--- config.mk ---
export PLATFORM = sky130hd
export DESIGN_NAME = psum_accumulator
export DESIGN_NICKNAME = d
export VERILOG_FILES = /design/src/rtl/psum_accumulator.sv
export SDC_FILE = /design/constraint.sdc
export NUM_CORES = 1
export LEC_CHECK = 0
export ABC_CLOCK_PERIOD_IN_PS = 8670
export CORE_MARGIN = 2
export CORE_UTILIZATION = 50
export DETAILED_ROUTE_END_ITERATION = 10
export GPL_ROUTABILITY_DRIVEN = 0
export PLACE_DENSITY = 0.72
export SYNTH_ARGS = -nofsm -noshare
export SYNTH_HDL_FRONTEND = slang
export SYNTH_SLANG_ARGS = --single-unit
--- constraint.sdc ---
create_clock -name i_clk -period 8.67 [get_ports i_clk]
set_input_delay 1.3005 -clock i_clk [delete_from_list [all_inputs] [get_ports i_clk]]
set_output_delay 1.3005 -clock i_clk [all_outputs]
set_load 0.005 [all_outputs]
--- src/rtl/psum_accumulator.sv ---
// Consumer-side partner of the 4-lane MAC PE: issues beats, tracks them through the PE pipeline,
// accumulates p_sum over a group count and presents a requantized int8 result on a valid/ready port.
module psum_accumulator #(
    parameter int unsigned PE_LAT = 3,
    parameter int unsigned G_W    = 8,
    parameter int unsigned ACC_W  = 32,
    parameter int unsigned SHIFT  = 8,
    parameter bit          RELU   = 1'b1
) (
    input  logic             i_clk,
    input  logic             i_rst_n,
    input  logic             i_start,
    input  logic [G_W-1:0]   i_num_groups,
    input  logic             i_in_valid,
    output logic             o_in_ready,
    input  logic [24:0]      i_p_sum,
    output logic             o_out_valid,
    input  logic             i_out_ready,
    output logic [ACC_W-1:0] o_out_acc,
    output logic [7:0]       o_out_q,
    output logic             o_busy,
    output logic             o_done
);

    typedef enum logic [1:0] {StIdle, StAccum, StOut} state_e;

    localparam logic signed [ACC_W-1:0] QMax = ACC_W'(127);
    localparam logic signed [ACC_W-1:0] QMin = ACC_W'(-128);

    state_e            r_state, w_state_d;
    logic [G_W-1:0]    r_groups, r_issued, r_rcvd;
    logic [PE_LAT-1:0] r_tag, w_tag_d;
    logic [ACC_W-1:0]  r_acc, r_out_acc, w_psum_ext, w_sum;
    logic [7:0]        r_out_q, w_q;
    logic              r_done;
    logic              w_issue, w_tag_out, w_last;
    logic signed [ACC_W-1:0] w_shifted;

    assign w_tag_out  = r_tag[PE_LAT-1];
    assign w_last     = (r_rcvd == r_groups - G_W'(1));
    assign w_psum_ext = {{(ACC_W-25){i_p_sum[24]}}, i_p_sum};
    assign w_sum      = r_acc + w_psum_ext;

    assign o_out_acc = r_out_acc;
    assign o_out_q   = r_out_q;
    assign o_busy    = (r_state != StIdle);
    assign o_done    = r_done;

    always_ff @(posedge i_clk or negedge i_rst_n) begin
        if (!i_rst_n) begin
            r_state <= StIdle;
        end else begin
            r_state <= w_state_d;
        end
    end

    always_comb begin
        w_state_d   = r_state;
        o_in_ready  = 1'b0;
        o_out_valid = 1'b0;
        w_issue     = 1'b0;
        unique case (r_state)
            StIdle: begin
                if (i_start) w_state_d = StAccum;
            end
            StAccum: begin
                o_in_ready = (r_issued < r_groups);
                w_issue    = i_in_valid && o_in_ready;
                if (w_tag_out && w_last) w_state_d = StOut;
            end
            StOut: begin
                o_out_valid = 1'b1;
                if (i_out_ready) w_state_d = StIdle;
            end
            default: w_state_d = StIdle;
        endcase
    end

    // Tag delay line mirrors the PE pipeline so each result is matched to its issue edge.
    always_comb begin
        w_tag_d    = r_tag << 1;
        w_tag_d[0] = w_issue;
    end

    always_comb begin
        w_shifted = $signed(w_sum) >>> SHIFT;
        if (RELU && (w_shifted < 0)) w_shifted = '0;
        if (w_shifted > QMax) begin
            w_q = 8'h7f;
        end else if (w_shifted < QMin) begin
            w_q = 8'h80;
        end else begin
            w_q = w_shifted[7:0];
        end
    end

    always_ff @(posedge i_clk or negedge i_rst_n) begin
        if (!i_rst_n) begin
            r_groups  <= '0;
            r_issued  <= '0;
            r_rcvd    <= '0;
            r_tag     <= '0;
            r_acc     <= '0;
            r_out_acc <= '0;
            r_out_q   <= '0;
            r_done    <= 1'b0;
        end else begin
            r_tag  <= w_tag_d;
            r_done <= (r_state == StOut) && i_out_ready;
            if (r_state == StIdle && i_start) begin
                r_groups <= (i_num_groups == '0) ? G_W'(1) : i_num_groups;
                r_acc    <= '0;
                r_issued <= '0;
                r_rcvd   <= '0;
            end
            if (w_issue) r_issued <= r_issued + G_W'(1);
            if (r_state == StAccum && w_tag_out) begin
                r_acc  <= w_sum;
                r_rcvd <= r_rcvd + G_W'(1);
                if (w_last) begin
                    r_out_acc <= w_sum;
                    r_out_q   <= w_q;
                end
            end
        end
    end

endmodule

* After elaboration in Yosys (flattened, before gate mapping)
Index checks and enable logic that the tools add are counted. Widths: inputs -> output; s select.
Word-level totals: memory bits (read-only) 0, memory bits (writable) 0, memories 0, latch bits 0, output and inout port bits 44, word-level logic and storage cells 51, bits of input ports 38, bits in registers 102
Operators by class: shift operators 0, reductions and logical operators 12, order comparisons 4, bitwise gates (word level) 0, $add $sub $neg 4, divide/modulo/power cells 0, equality and inequality tests 6, multiplexer cells 16, multiply operators 0
Operators with widths (count):
- $mux 32 | 3
- $mux 8 | 6
- $add 32x32->32 | 1
- $gt 32x8->1 const B | 1
- $lt 32x8->1 const B | 1
- $lt 24x1->1 const B | 1
- $add 8x1->8 const B | 2
- $eq 8x8->1 | 1
- $logic_not 8->1 | 1
- $lt 8x8->1 | 1
- $sub 8x1->8 const B | 1
- $mux 2 | 3
- $ne 2x2->1 const B | 3
- $pmux 2 s3 | 1
- $reduce_bool 2->1 | 3
- $logic_and 1x1->1 | 5
- $mux 1 | 3
- $reduce_and 3->1 | 1
- $eq 2x1->1 const B | 1
- $eq 2x2->1 const B | 1
- $logic_not 2->1 | 1
- $reduce_and 2->1 | 1

* Logic depth before layout (Yosys ltp)
depth in word-level cells 6, gate-level depth with buffers 12, depth with buffers taken out 11

* Worst setup path before layout
OpenSTA, ideal clock, no wires.
kind input to register, from in i_p_sum[0], to reg r_out_q[0], in the netlist o_out_q[0], stages on the path 11, setup time 140 ps, slack 4872 ps, required time 8530 ps, buffers on the path 0, arrival time 3658 ps, path through ha_1 > fa_1 > a211oi_1 > o211ai_1 > a21oi_1 > o22ai_1 > nor2_1 > o41ai_2 > xnor2_1 > nor4b_4 > a21oi_1
Between the ends: cells in the longest elaborated chain, start to end 6, elaborated cells on any way between the ends 7, classes of those cells 1 x add/sub; 3 x order compare; 3 x mux
RTL lines:
- start: declaration | line 16 | input logic [24:0] i_p_sum,
- $add 32x32->32 * | line 42 | assign w_sum = r_acc + w_psum_ext;
- $lt 24x1->1 | line 87 | if (RELU && (w_shifted < 0)) w_shifted = '0;
- $mux 32 * | line 87
- $lt 32x8->1 | line 90 | end else if (w_shifted < QMin) begin
- $mux 8 | line 90
- $mux 8 * | line 88 | if (w_shifted > QMax) begin
- end signal: assignment | line 122 | r_out_q <= w_q;
- end: declaration | line 34 | logic [7:0] r_out_q, w_q;
Every way passes the cells marked *; elsewhere a longest branch is shown, timed or not. A chain may end at the register's enable or synchronous reset.

* Worst setup path in the final report
from in i_p_sum[0], to reg r_out_q[2], in the netlist o_out_q[2]
Same word-level chain as after synthesis.

==> flow_metrics.py <==
metrics = {
    "clock_tree": {
        "clock_sinks": 102,
        "cts_buffer_depth": 2,
        "cts_htree_levels": 3,
        "cts_tree": "built",
        "clk_latency_ns": 0.37,
        "cts_hold_buf": 0,
        "cts_root_buf": "clkbuf_16",
        "cts_setup_buffers": 0,
        "path_clk_slew_ns": 0.08,
        "cts_buffers": 9,
        "cts_resized": 0,
    },
    "floorplan": {
        "io_pins": 82,
        "die_h_microns": 116,
        "core_sq_um": 12100,
        "die_x_microns": 116,
        "start_util_pct": 51.5,
        "dieArea_sq_um": 13300,
        "placementRows": 40,
    },
    "global_routing": {
        "gr-usage-met1_pct": 31.0,
        "met2_usage_pct": 39.5,
        "top_usage_layer": "met2",
        "gr-total-overflow": 0,
        "grt_pass1_wl_microns": 25000,
        "grt_pass1_vias": 5050,
        "grt_max_degree": 66,
        "grt_use_met3_pct": 4.39,
        "antenna_found_initial": 0,
        "grt_usage_pct": 24.1,
    },
    "yosys": {
        "synth_seq_cells": 102,
        "synth_cell_types": 67,
        "syn_area_per_cell_sq_um": 9.98,
        "ys_warn_count": 0,
        "synth_edf_count": 0,
        "mappedNetlistArea_sq_um": 6220,
        "ys.flop_type": "dfrtp_1",
        "synth_cells": 623,
        "syn_nets": 703,
        "synth-async-reset-ratio_pct": 100,
        "ys_seq_area_share_pct": 41.1,
    },
    "detailed_routing": {
        "drc_errors": 0,
        "drt-initial-drc-count": 308,
        "vias": 5043,
        "drtAntennaViolNets": 0,
        "wl_per_cell_microns": 17.6,
        "wirelength_microns": 15100,
        "viasPerCell": 5.88,
        "drt-pass1-iter-count": 4,
    },
    "worst_hold_path": {
        "hold_path_class": "reg2reg",
        "min-delay-start": "r_tag[0]",
    },
    "power_and_ir_drop": {
        "p_leak_nw": 3.35,
        "ir_drop_v": 0.000161,
        "pwr_density_cell_nw_per_um2": 388,
        "fin_total_pwr_mw": 2.88,
    },
    "sta": {
        "finalWorstSetupSlack_ns": 4.22,
        "worst_pin_slew_ns": 0.854,
        "timing.final.crit_share_pct": 51.3,
        "fin_crit_ns": 4.45,
        "setup_tns_ns": 0,
        "final-hold-violation-count": 0,
        "finalMaxSlewViolations": 0,
        "fmax_ghz": 0.225,
        "rsz0062_at_grt": "false",
        "max_slew_margin_pct": 43.0,
        "setup_viol": 0,
        "finClkSkew_ns": 0.00904,
    },
    "critical_path": {
        "arrival_ns": 4.68,
        "cp_slowest_stage_delay_ns": 0.47,
        "path_max_fanout": 7,
        "critPathLaunchType": "input pin",
        "required_ns": 8.90,
        "cpMostUsedCell": "a21oi_1",
        "path_cells": "clkdlybuf4s50_1 -> ha_1 -> fa_1 -> a211oi_1 -> o211ai_1 -> a21oi_1 -> o22ai_1 -> nor2_1 -> o41ai_2 -> xnor2_1 -> nor4b_4 -> a21oi_1",
        "critPathLaunch": "i_p_sum[0]",
        "crit_path_top_delay_cell": "nor4b_4",
        "r2r_start": "r_groups[0]",
        "end_kind": "flip-flop",
        "critPathKind": "in2reg",
    },
    "placed_design": {
        "place_ws_ns": 3.85,
        "port-buffer-count": 81,
        "dpl.hpwl_microns": 11000,
        "placed_area_sq_um": 7110,
    },
    "layout": {
        "regArea_sq_um": 2550,
        "n_antenna_cell": 0,
        "multi_input_area_sq_um": 3440,
        "final_layout_size_suffix_gt1_share_pct": 11.0,
        "areaGrowthSynthToFinish_pct": 19.4,
        "final_util_pct": 61.6,
        "mostFrequentLayoutCell": "dfrtp_1",
        "nNetsFinal": 765,
        "fill_cells": 1006,
        "design_area_sq_um": 7430,
        "mostFrequentLayoutCells": "dfrtp_1, clkdlybuf4s50_1, a21oi_1, nand2_1, ha_1",
    },
    "status": {
        "status": "finished clean",
    },
    "job": {
        "maxCapViolCount": 0,
    },
}
==> synth_stat cells, drive strengths merged (5+ instances only) <==
master | number | share of area [%]
a21oi | 56 | 4.7
a221oi | 7 | 0.99
inv | 21 | 1.3
nand2 | 48 | 2.9
nor2 | 19 | 1.3
a22o | 24 | 3.4
nand2b | 7 | 0.70
nor3 | 8 | 0.64
o21ai | 44 | 3.6
mux2 | 30 | 5.4
xnor2 | 21 | 3.0
and3 | 15 | 1.5
xor2 | 16 | 2.3
a21o | 21 | 2.5
and2 | 6 | 0.60
dfrtp | 102 | 41
nand3 | 22 | 1.9
a31oi | 9 | 0.91
nand4 | 11 | 1.1
or2 | 5 | 0.50
clkbuf | 20 | 1.3
buf | 13 | 1.1
ha | 41 | 8.3
o211ai | 9 | 1.2
==> state kept, by name, indices dropped and copies added (netlist names) <==
| signal | cells |
|---|---|
| o_out_acc | 32 |
| r_acc | 32 |
| o_out_q | 8 |
| r_groups | 8 |
| r_issued | 8 |
| r_rcvd | 8 |
| r_tag | 3 |
| r_state | 2 |
| o_done | 1 |
==> routing by layer <==
| metal | part of all wire, % | up-vias | wire length [microns] |
|---|---|---|---|
| met2 | 48 | 120 | 7290 |
| met1 | 45 | 2458 | 6760 |
| met3 | 4.3 | 32 | 657 |
| met4 | 2.8 | 0 | 418 |
| li1 | - | 2433 | - |
| met5 | 0 | - | 0 |
==> critical path: cells and delay by family <==
kind | cells | cell delay [ns]
buffers and inverters | 1 | 0.41
AOI/OAI and AO/OA | 6 | 1.26
and+or+nand+nor | 2 | 0.71
adders and majority gates | 2 | 0.68
xor gates and xnor gates | 1 | 0.32
==> power breakdown <==
group	switching, mW	internal, mW	total [mW]	leakage, nW
logic	0.847	0.734	1.58	1.97
clock network	0.207	0.232	0.439	0.152
registers	0.168	0.691	0.860	1.23
total	1.22	1.66	2.88	3.35
==> path summary, 6_finish.rpt <==
kind                       cells past startpoint         end  slack [ns]
max in group asynchronous                      2    r_acc[2]        6.57
hold / removal                                 0    r_tag[1]        0.35
hold reg to reg                                0    r_tag[1]        0.35
setup / recovery                              12  o_out_q[2]        4.22
setup reg to reg                              11  o_out_q[2]        4.90
min in group asynchronous                      1   r_acc[17]        0.90
==> final cells by class <==
cell class / count / share of cell area [%]
clock inverter: 7 / 1.20
multi-input combinational: 467 / 46.3
clock buffer: 9 / 3.03
tap: 168 / 2.83
sequential: 102 / 34.4
inverter: 21 / 1.06
timing repair buffer: 84 / 11.2
==> per-stage QoR <==
stage               hold WS (ns)  instances
floorplan                  0.331        623
global placement           0.332        842
detailed placement         0.337        842
CTS                        0.356        858
global route               0.363        858
finish                     0.355        858
==> logic make-up after synthesis <==
| group | Yosys count | share of synthesized area (%) |
|---|---|---|
| adders and majority gates | 42 | 8.57 |
| muxes | 30 | 5.43 |
| AOI/OAI and AO/OA | 201 | 22.3 |
| buffers and inverters | 54 | 3.68 |
| DFF | 102 | 41.1 |
| xor gates and xnor gates | 38 | 5.57 |
| and+or+nand+nor | 156 | 13.4 |
Note: power is estimated with default switching activity, not from simulation.
